## src/rtl/current_monitor_pkg.sv

```systemverilog
// Shared types and helpers for the TLI4970 current-monitor post-processing path.
package current_monitor_pkg;

    localparam int SAMPLE_W = 16;

    typedef enum logic [1:0] {
        ST_FILL = 2'd0,
        ST_RUN  = 2'd1,
        ST_TRIP = 2'd2
    } cm_state_e;

    // Magnitude of a two's-complement sample; the most negative code saturates.
    function automatic logic [SAMPLE_W-1:0] sat_abs(input logic signed [SAMPLE_W-1:0] x);
        logic [SAMPLE_W-1:0] r;
        if (x == {1'b1, {(SAMPLE_W-1){1'b0}}})
            r = {1'b0, {(SAMPLE_W-1){1'b1}}};
        else if (x[SAMPLE_W-1])
            r = SAMPLE_W'(-x);
        else
            r = x;
        return r;
    endfunction

endpackage

```

## src/rtl/current_moving_avg.sv

```systemverilog
// Circular-buffer moving average over 2^AVG_LOG2 samples: accumulator updated
// one cycle after the sample, average registered one cycle later.
module current_moving_avg
    import current_monitor_pkg::*;
#(
    parameter int AVG_LOG2 = 3
) (
    input  logic                       i_clk,
    input  logic                       i_reset,
    input  logic                       i_flush,
    input  logic signed [SAMPLE_W-1:0] i_sample,
    input  logic                       i_valid,
    output logic signed [SAMPLE_W-1:0] o_avg,
    output logic                       o_avg_valid,
    output logic                       o_fill_done
);

    localparam int DEPTH = 1 << AVG_LOG2;
    localparam int ACC_W = SAMPLE_W + AVG_LOG2;

    logic signed [SAMPLE_W-1:0] r_buf [DEPTH];
    logic [AVG_LOG2-1:0]        r_ptr;
    logic [AVG_LOG2-1:0]        r_fill_cnt;
    logic                       r_full;
    logic signed [ACC_W-1:0]    r_acc;
    logic                       r_acc_vld;
    logic signed [SAMPLE_W-1:0] r_avg;
    logic                       r_avg_vld;

    logic signed [ACC_W-1:0]    w_new;
    logic signed [ACC_W-1:0]    w_old;
    logic                       w_fill_done;

    assign w_new = {{AVG_LOG2{i_sample[SAMPLE_W-1]}}, i_sample};
    // While filling, the slot being written holds no live sample.
    assign w_old = r_full ? {{AVG_LOG2{r_buf[r_ptr][SAMPLE_W-1]}}, r_buf[r_ptr]} : '0;
    assign w_fill_done = i_valid && !r_full && (r_fill_cnt == AVG_LOG2'(DEPTH - 1));

    always_ff @(posedge i_clk) begin
        if (i_valid)
            r_buf[r_ptr] <= i_sample;
    end

    always_ff @(posedge i_clk or posedge i_reset) begin
        if (i_reset) begin
            r_ptr      <= '0;
            r_fill_cnt <= '0;
            r_full     <= 1'b0;
            r_acc      <= '0;
            r_acc_vld  <= 1'b0;
        end else if (i_flush) begin
            r_ptr      <= '0;
            r_fill_cnt <= '0;
            r_full     <= 1'b0;
            r_acc      <= '0;
            r_acc_vld  <= 1'b0;
        end else begin
            r_acc_vld <= i_valid && (r_full || w_fill_done);
            if (i_valid) begin
                r_acc <= r_acc + w_new - w_old;
                r_ptr <= r_ptr + 1'b1;
                if (!r_full) begin
                    r_fill_cnt <= r_fill_cnt + 1'b1;
                    if (w_fill_done)
                        r_full <= 1'b1;
                end
            end
        end
    end

    // Arithmetic shift floors toward -inf; the window sum always fits the result.
    always_ff @(posedge i_clk or posedge i_reset) begin
        if (i_reset) begin
            r_avg     <= '0;
            r_avg_vld <= 1'b0;
        end else begin
            r_avg_vld <= r_acc_vld;
            if (r_acc_vld)
                r_avg <= SAMPLE_W'(r_acc >>> AVG_LOG2);
        end
    end

    assign o_avg       = r_avg;
    assign o_avg_valid = r_avg_vld;
    assign o_fill_done = w_fill_done;

endmodule

```

## src/rtl/tli4970_current_monitor.sv

```systemverilog
// TLI4970 current monitor: moving average, latched overcurrent trip, sample watchdog.
// Define CURRENT_MONITOR_PEAK_EN to build the peak |current_in| register.
module tli4970_current_monitor
    import current_monitor_pkg::*;
#(
    parameter int AVG_LOG2       = 3,
    parameter int TRIP_COUNT     = 4,
    parameter int TIMEOUT_CYCLES = 32000
) (
    input  logic                       i_clk,
    input  logic                       i_reset,
    input  logic signed [SAMPLE_W-1:0] i_current_in,
    input  logic                       i_current_valid,
    input  logic [SAMPLE_W-1:0]        i_trip_threshold,
    input  logic                       i_trip_clear,
    output logic signed [SAMPLE_W-1:0] o_avg_current,
    output logic                       o_avg_valid,
    output logic                       o_overcurrent,
    output logic                       o_sensor_fault,
    output logic [SAMPLE_W-1:0]        o_peak_abs
);

    localparam int CNT_W = $clog2(TRIP_COUNT + 1);
    localparam int WD_W  = $clog2(TIMEOUT_CYCLES + 1);
    localparam logic [CNT_W-1:0] CNT_MAX = CNT_W'(TRIP_COUNT);
    localparam logic [WD_W-1:0]  WD_FIRE = WD_W'(TIMEOUT_CYCLES - 1);
    localparam logic [WD_W-1:0]  WD_MAX  = WD_W'(TIMEOUT_CYCLES);

    cm_state_e          r_state;
    logic [CNT_W-1:0]   r_cnt;
    logic               r_oc;
    logic [WD_W-1:0]    r_wd;
    logic               r_fault;

    logic signed [SAMPLE_W-1:0] w_avg;
    logic                       w_avg_valid;
    logic                       w_fill_done;
    logic [SAMPLE_W-1:0]        w_mag;
    logic                       w_over;
    logic                       w_trip;
    logic                       w_timeout;
    logic [CNT_W-1:0]           w_cnt_inc;

    current_moving_avg #(
        .AVG_LOG2(AVG_LOG2)
    ) u_avg (
        .i_clk      (i_clk),
        .i_reset    (i_reset),
        .i_flush    (w_timeout),
        .i_sample   (i_current_in),
        .i_valid    (i_current_valid),
        .o_avg      (w_avg),
        .o_avg_valid(w_avg_valid),
        .o_fill_done(w_fill_done)
    );

    // A sample arriving in the firing cycle wins over the timeout.
    assign w_timeout = !i_current_valid && (r_wd == WD_FIRE);

    // r_wd holds the number of cycles since the last accepted sample.
    always_ff @(posedge i_clk or posedge i_reset) begin
        if (i_reset) begin
            r_wd    <= '0;
            r_fault <= 1'b0;
        end else if (i_current_valid) begin
            r_wd    <= WD_W'(1);
            r_fault <= 1'b0;
        end else begin
            if (r_wd != WD_MAX)
                r_wd <= r_wd + 1'b1;
            if (w_timeout)
                r_fault <= 1'b1;
        end
    end

    assign w_mag     = sat_abs(w_avg);
    assign w_over    = w_avg_valid && (w_mag > i_trip_threshold);
    assign w_cnt_inc = (r_cnt == CNT_MAX) ? r_cnt : r_cnt + 1'b1;
    assign w_trip    = w_over && (w_cnt_inc == CNT_MAX);

    always_ff @(posedge i_clk or posedge i_reset) begin
        if (i_reset) begin
            r_state <= ST_FILL;
            r_cnt   <= '0;
            r_oc    <= 1'b0;
        end else begin
            if (w_trip) begin
                r_oc  <= 1'b1;
                r_cnt <= w_cnt_inc;
            end else if (i_trip_clear) begin
                r_oc  <= 1'b0;
                r_cnt <= '0;
            end else if (w_timeout) begin
                r_cnt <= '0;
            end else if (w_avg_valid) begin
                r_cnt <= w_over ? w_cnt_inc : '0;
            end

            if (w_timeout)
                r_state <= ST_FILL;
            else if (w_trip)
                r_state <= ST_TRIP;
            else begin
                case (r_state)
                    ST_FILL: if (w_fill_done) r_state <= ST_RUN;
                    default: if (i_trip_clear) r_state <= ST_RUN;
                endcase
            end
        end
    end

`ifdef CURRENT_MONITOR_PEAK_EN
    logic [SAMPLE_W-1:0] r_peak;
    logic [SAMPLE_W-1:0] w_in_mag;

    assign w_in_mag = sat_abs(i_current_in);

    always_ff @(posedge i_clk or posedge i_reset) begin
        if (i_reset)
            r_peak <= '0;
        else if (i_trip_clear)
            r_peak <= '0;
        else if (i_current_valid && (w_in_mag > r_peak))
            r_peak <= w_in_mag;
    end

    assign o_peak_abs = r_peak;
`else
    assign o_peak_abs = '0;
`endif

    assign o_avg_current  = w_avg;
    assign o_avg_valid    = w_avg_valid;
    assign o_overcurrent  = r_oc;
    assign o_sensor_fault = r_fault;

endmodule

```

## config.mk

```make
export PLATFORM = sky130hd
export DESIGN_NAME = tli4970_current_monitor
export DESIGN_NICKNAME = d
export VERILOG_FILES = /design/src/rtl/current_monitor_pkg.sv /design/src/rtl/current_moving_avg.sv /design/src/rtl/tli4970_current_monitor.sv
export SDC_FILE = /design/constraint.sdc
export NUM_CORES = 1
export LEC_CHECK = 0
export ABC_AREA = 1
export CORE_MARGIN = 5
export CORE_UTILIZATION = 60
export CTS_CLUSTER_SIZE = 14
export DETAILED_ROUTE_END_ITERATION = 8
export PLACE_DENSITY = 0.81
export SLEW_MARGIN = 40
export SYNTH_ARGS = -nofsm -noshare
export SYNTH_HDL_FRONTEND = slang
export SYNTH_SLANG_ARGS = --single-unit
```

## constraint.sdc

```tcl
create_clock -name i_clk -period 3.4 [get_ports i_clk]
set_input_delay 0.34 -clock i_clk [delete_from_list [all_inputs] [get_ports i_clk]]
set_output_delay 0.34 -clock i_clk [all_outputs]
set_load 0.05 [all_outputs]
```

# == Yosys cells after proc, flatten, opt, wreduce, memory -nomap -nowiden ==
# Memory sizes are Yosys's and may differ from the RTL's.
# Index checks and enable logic that the tools add are counted.
# Widths: inputs -> output; s select.
# word_totals
memories,1
reg_bits,64
mem_bits_rw,128
# memory_table
memory,depth,width,read_ports,rd_ports_with_merged_regs,write_ports,line_no,rtl
u_avg.r_buf,8,16,1,0,1,current_moving_avg.sv:21,logic signed [SAMPLE_W-1:0] r_buf [DEPTH];
# op_classes
n_reduce_logical,14
order_cmp,1
n_eq_ne,7
add_sub_neg,7
muxes,29
# op_table
op,count
$mux 19,3
$mux 3,11
$mux 16,2
$mux 15,2
$add 19x16->19,1
$sub 19x19->19,1
$eq 16x16->1 const B,1
$gt 16x16->1,1
$neg 16->16,1
$add 15x1->15 const B,1
$eq 15x15->1 const B,1
$ne 15x15->1 const B,1
$mux 1,11
$add 3x1->3 const B,3
$eq 3x3->1 const B,3
$logic_and 1x1->1,6
$reduce_bool 2->1,3
$reduce_bool 4->1,1
$logic_not 1->1,2
$ne 2x1->1 const B,1
$reduce_and 2->1,1
$logic_or 1x1->1,1

# == Depth between registers and ports, before layout ==
# logic_depth
ltp_word,10
ltp_mapped,20
depth_no_buf,19

# == By module ==
# A second synthesis with hierarchy kept.
# unflattened
hier_cells,1107
hier_area_um2,10243.6
# by_module_without_submodules
mod,area_per_inst_um2,cells_each,n_inst
current_moving_avg,8135.3,801,1
tli4970_current_monitor,2108.3,306,1

# == Worst setup path before layout ==
# Ideal clock, no wire load.
# synth_path
path_kind,reg-to-reg
startpoint,register u_avg.r_ptr[0]
endpoint,register u_avg.r_acc[16]
setup_ns,0.118
required_ns,3.282
slack_ns,0.626
stages_incl_launch_ff,18
t_arrival_ns,2.656
path_cell_list,dfrtp_1 > buf_2 > buf_2 > nor2_1 > nor2_1 > o21ai_0 > a41oi_1 > fa_1 > inv_1 > fa_1 > nand3_1 > nand3_1 > nand2_1 > nand2_1 > nand2_1 > nand3b_1 > nand3_1 > nand2_1
# synth_via
elab_chain_cells,5
# synth_rtl
item,line_no,rtl
start: declaration,current_moving_avg.sv:22,logic [AVG_LOG2-1:0] r_ptr;
start signal: assignment,current_moving_avg.sv:61,r_ptr <= r_ptr + 1'b1;
$mem_v2 8x16,n/a,
$mux 19,current_moving_avg.sv:36,"assign w_old = r_full ? {{AVG_LOG2{r_buf[r_ptr][SAMPLE_W-1]}}, r_buf[r_ptr]} : '0;"
$sub 19x19->19,current_moving_avg.sv:60,r_acc <= r_acc + w_new - w_old;
$mux 19,current_moving_avg.sv:59,if (i_valid) begin
$mux 19,current_moving_avg.sv:51,end else if (i_flush) begin
end signal: assignment,current_moving_avg.sv:60,
end: declaration,current_moving_avg.sv:25,logic signed [ACC_W-1:0] r_acc;
# Every way passes these cells. The select of a mux whose other input is x is not followed.
# A chain may end at the register's enable or synchronous reset.

# == Worst setup path after layout ==
# layout_path
startpoint,register u_avg.r_ptr[1]
endpoint,register u_avg.r_acc[17]
# The elaborated chain is that of the path after synthesis.

==> summary.md <==
| Metric | Value |
|---|---|
| Clk sinks | 192 |
| Max Clk Rate | 305 MHz |
| HPWL Detailed | 17000 um |
| Max-capacitance violation count | 0 |
| Minimum clock period | 3270 ps |
| Comb pwr share | 0.527 |
| Post-synth cell types | 45 |
| Initial antenna violation count | 0 |
| Post-Route WL | 24500 um |
| Cell count after synthesis | 1151 |
| Final core utilization | 0.700 |
| Reg2reg start | u_avg.r_ptr[1]$_DFFE_PP0P_ |
| Post-synth EDFFs | 128 |
| Final hold vios | 0 |
| Worst skew pair latency | 430 ps |
| Vias per cell | 5.51 |
| Sw Ratio | 0.449 |
| Fin. max-slew vios | 0 |
| Ys flop type | edfxtp_1 |
| Compound-gate portion of the synthesized area | 0.0922 |
| CP arrival | 3600 ps |
| Clock-pin slew on the worst setup and hold paths | 70 ps |
| Diodes inserted | 0 |
| Layout area overhead | 15.7% |
| Maximum buffer depth of the clock tree | 2 |
| Die height | 142 um |
| Cell Pwr Density | 930 nW/um2 |
| Non-Filler Instances | 1469 |
| Slew HR | 0.603 |
| Mux contribution to synthesized area | 0 |
| Critical path launch point | u_avg.r_ptr[1]$_DFFE_PP0P_ |
| GRT Overall Usage | 0.250 |
| Hold Path Class | in2async |
| Final ANT Viol Nets | 0 |
| Worst EP required | 3720 ps |
| H-tree Lvls | 4 |
| VDD IR-drop max | 0.512 mV |
| Routed len/inst | 16.7 um |
| Placed insts | 1435 |
| Fin crit share | 0.963 |
| Port bufs | 54 |
| Die footprint | 20100 um2 |
| Worst Tran Pin Value | 596 ps |
| First-pass GRT wire length | 39400 um |
| Grt ovf | 0 |
| Share of cells above drive strength 1 | 0.0756 |
| Via count | 8088 |
| Run status | finished, final reports clean |
| Mean Syn Cell Area | 9.03 um2 |
| Adder-cell area share of the yosys netlist | 0.0876 |
| Net Switching | 5.02 mW |
| Io pins | 71 |
| Core area | 17200 um2 |
| Die X | 142 um |
| Internal | 6.16 mW |
| Vias in the first global route | 7864 |
| Initial DRC count | 650 |
| #FFs+latches synth | 192 |
| Final Skew | 11.4 ps |
| CTS Buf Count | 17 |
| Nets@finish | 1329 |
| Largest net degree at the start of global routing | 65 |
| Synth Area in Simple Gates | 0.197 |
| DR pass1 iterations | 5 |
| Row count | 48 |
| Endpoint class of the critical path | flop |
| Mapped cell area | 10400 um2 |
| Sequential share of power | 0.290 |
| Finish-stage setup viols | 0 |
| Largest family of logic cells by synthesized area | simple AND/OR/NAND/NOR gates |
| Async set-reset flop share out of synthesis | 0.333 |
| Starting Density | 0.605 |
| Leakage | 5.35 nW |
| CP max FO | 18 |
| Root Buffer | clkbuf_16 |
| Xor/xnor cell area share of the yosys netlist | 0.0110 |
| Worst setup path category | reg2reg |
| Filler cells | 1293 |
| Clock power frac | 0.184 |
| CTS tree | done |
| Seq/Total Area, Yosys | 0.524 |
| # DRC | 0 |
| Setup crit start kind | flop |
| Synth warn | 0 |
| RD Place Congestion | 0.945 |
[Yosys cell counts, drive strengths merged (3+ instances only)]
cell / count / share of area
a31oi: 3 / 0.0018
nor3: 8 / 0.0048
o22ai: 3 / 0.0018
nand2: 219 / 0.079
nand3b: 7 / 0.0051
nor2: 189 / 0.069
xor2: 11 / 0.0093
o21ai: 111 / 0.053
clkbuf: 14 / 0.0051
inv: 171 / 0.062
fa: 18 / 0.035
buf: 31 / 0.020
nand4: 10 / 0.0066
a21oi: 36 / 0.017
nor4: 3 / 0.0032
dfrtp: 64 / 0.15
nand3: 48 / 0.025
a41oi: 15 / 0.013
ha: 44 / 0.053
edfxtp: 128 / 0.37
[cell families after synthesis]
family / after synthesis
other: 1
and+or+nand+nor: 490
xor gates and xnor gates: 13
DFF: 192
AOI/OAI and AO/OA: 175
buffers and inverters: 218
adders and majority gates: 62
[flip-flops by register name, summed over array words and instances (netlist names)]
signal,count
u_avg.r_buf,128
u_avg.r_acc,19
u_avg.o_avg,16
r_wd,15
r_cnt,3
u_avg.r_fill_cnt,3
u_avg.r_ptr,3
o_overcurrent,1
o_sensor_fault,1
u_avg.o_avg_valid,1
u_avg.r_acc_vld,1
u_avg.r_full,1
[per-layer routing]
metal,GRT usage,vias up,routed length (um)
met5,0,-,0
met4,0.0803,0,570
met3,0.0479,43,2040
met2,0.420,336,11800
met1,0.332,3807,10100
li1,-,3902,-
[per-stage QoR]
| stage | hold slack, ps | TNS, ps | power [mW] | setup WS, ps | instance area (um2) |
|---|---|---|---|---|---|
| final | 357 | 0 | 11.2 | 126 | 12000 |
| after global routing | 439 | -140 | 12.1 | -65.3 | 12000 |
| after CTS | 476 | 0 | 11.0 | 65.9 | 12000 |
| after detailed placement | 466 | 0 | 8.92 | 93.8 | 11400 |
| after global placement | 447 | 0 | 8.76 | 81.6 | 11400 |
| after floorplan | 423 | 0 | 7.39 | 626 | 10500 |
[worst max-delay path, stage by stage, from the launching register on]
cell and delay, ps:
dfrtp_1 390, inv_1 90, nand2_1 110, buf_12 180, inv_1 70, nand2_1 60
nand3_1 80, a211oi_2 250, nor2_2 130, fa_1 500, inv_1 40, ha_1 350
nand2_1 90, nor2_1 170, nand2_1 130, nor2_1 120, nand2_1 110, nand3_1 100
nand2_1 50, nand3_1 70, nand2_1 50
[cell usage in the layout (no fill, tap or decap), types with 3 or more instances in the layout]
cell type	count
nor3_1	6
inv_6	5
nand4_1	9
a31oi_1	3
clkbuf_16	17
edfxtp_1	128
nor2_1	182
conb_1	16
o21ai_1	8
clkinvlp_4	3
a21oi_1	35
nand2_1	218
nand3_1	45
fa_1	17
o21ai_0	103
ha_1	43
buf_12	6
dfrtp_1	62
clkinv_1	3
o22ai_1	3
nor2_2	6
bufinv_16	3
buf_4	29
nand3b_1	7
clkdlybuf4s50_1	54
inv_1	169
xor2_1	11
a41oi_1	13
[final timing paths]
kind	to	slack, ps	cells after the start
setup / recovery	u_avg.r_acc[17]$_DFFE_PP0P_	130	20
hold / removal	r_wd[2]$_DFFE_PP0P_	360	3
setup reg to reg	u_avg.r_acc[17]$_DFFE_PP0P_	130	20
hold reg to reg	u_avg.r_fill_cnt[1]$_DFFE_PP0P_	480	2
max in group asynchronous	u_avg.r_ptr[0]$_DFFE_PP0P_	2590	3
min in group i_clk	u_avg.r_fill_cnt[1]$_DFFE_PP0P_	480	2
[cell type report]
| type | instances | area [um2] | area share |
|---|---|---|---|
| inverters | 173 | 653 | 0.0543 |
| well taps | 225 | 282 | 0.0234 |
| multi-input cells | 756 | 4150 | 0.345 |
| flip-flops and latches | 192 | 5450 | 0.453 |
| repair buffers | 91 | 895 | 0.0744 |
| clock inverters | 15 | 183 | 0.0152 |
| clock buffers | 17 | 425 | 0.0354 |
[power groups by stage]
| stage | logic, mW | registers (mW) | clock network, mW |
|---|---|---|---|
| 3_5_place_dp | 5.64 | 3.28 | 0 |
| 4_1_cts | 5.73 | 3.23 | 2.08 |
| 3_3_place_gp | 5.50 | 3.26 | 0 |
| 5_1_grt | 6.66 | 3.29 | 2.19 |
| 6_report | 5.89 | 3.24 | 2.05 |
| 2_1_floorplan | 3.93 | 3.46 | 0 |
[repair_timing]
action / CTS / global route
setup endpoints to repair: 0 / 9
buffers inserted: 0 / 2
resized for setup: 0 / 12
hold buffers: 0 / 0
(Power assumes the default switching activity.)
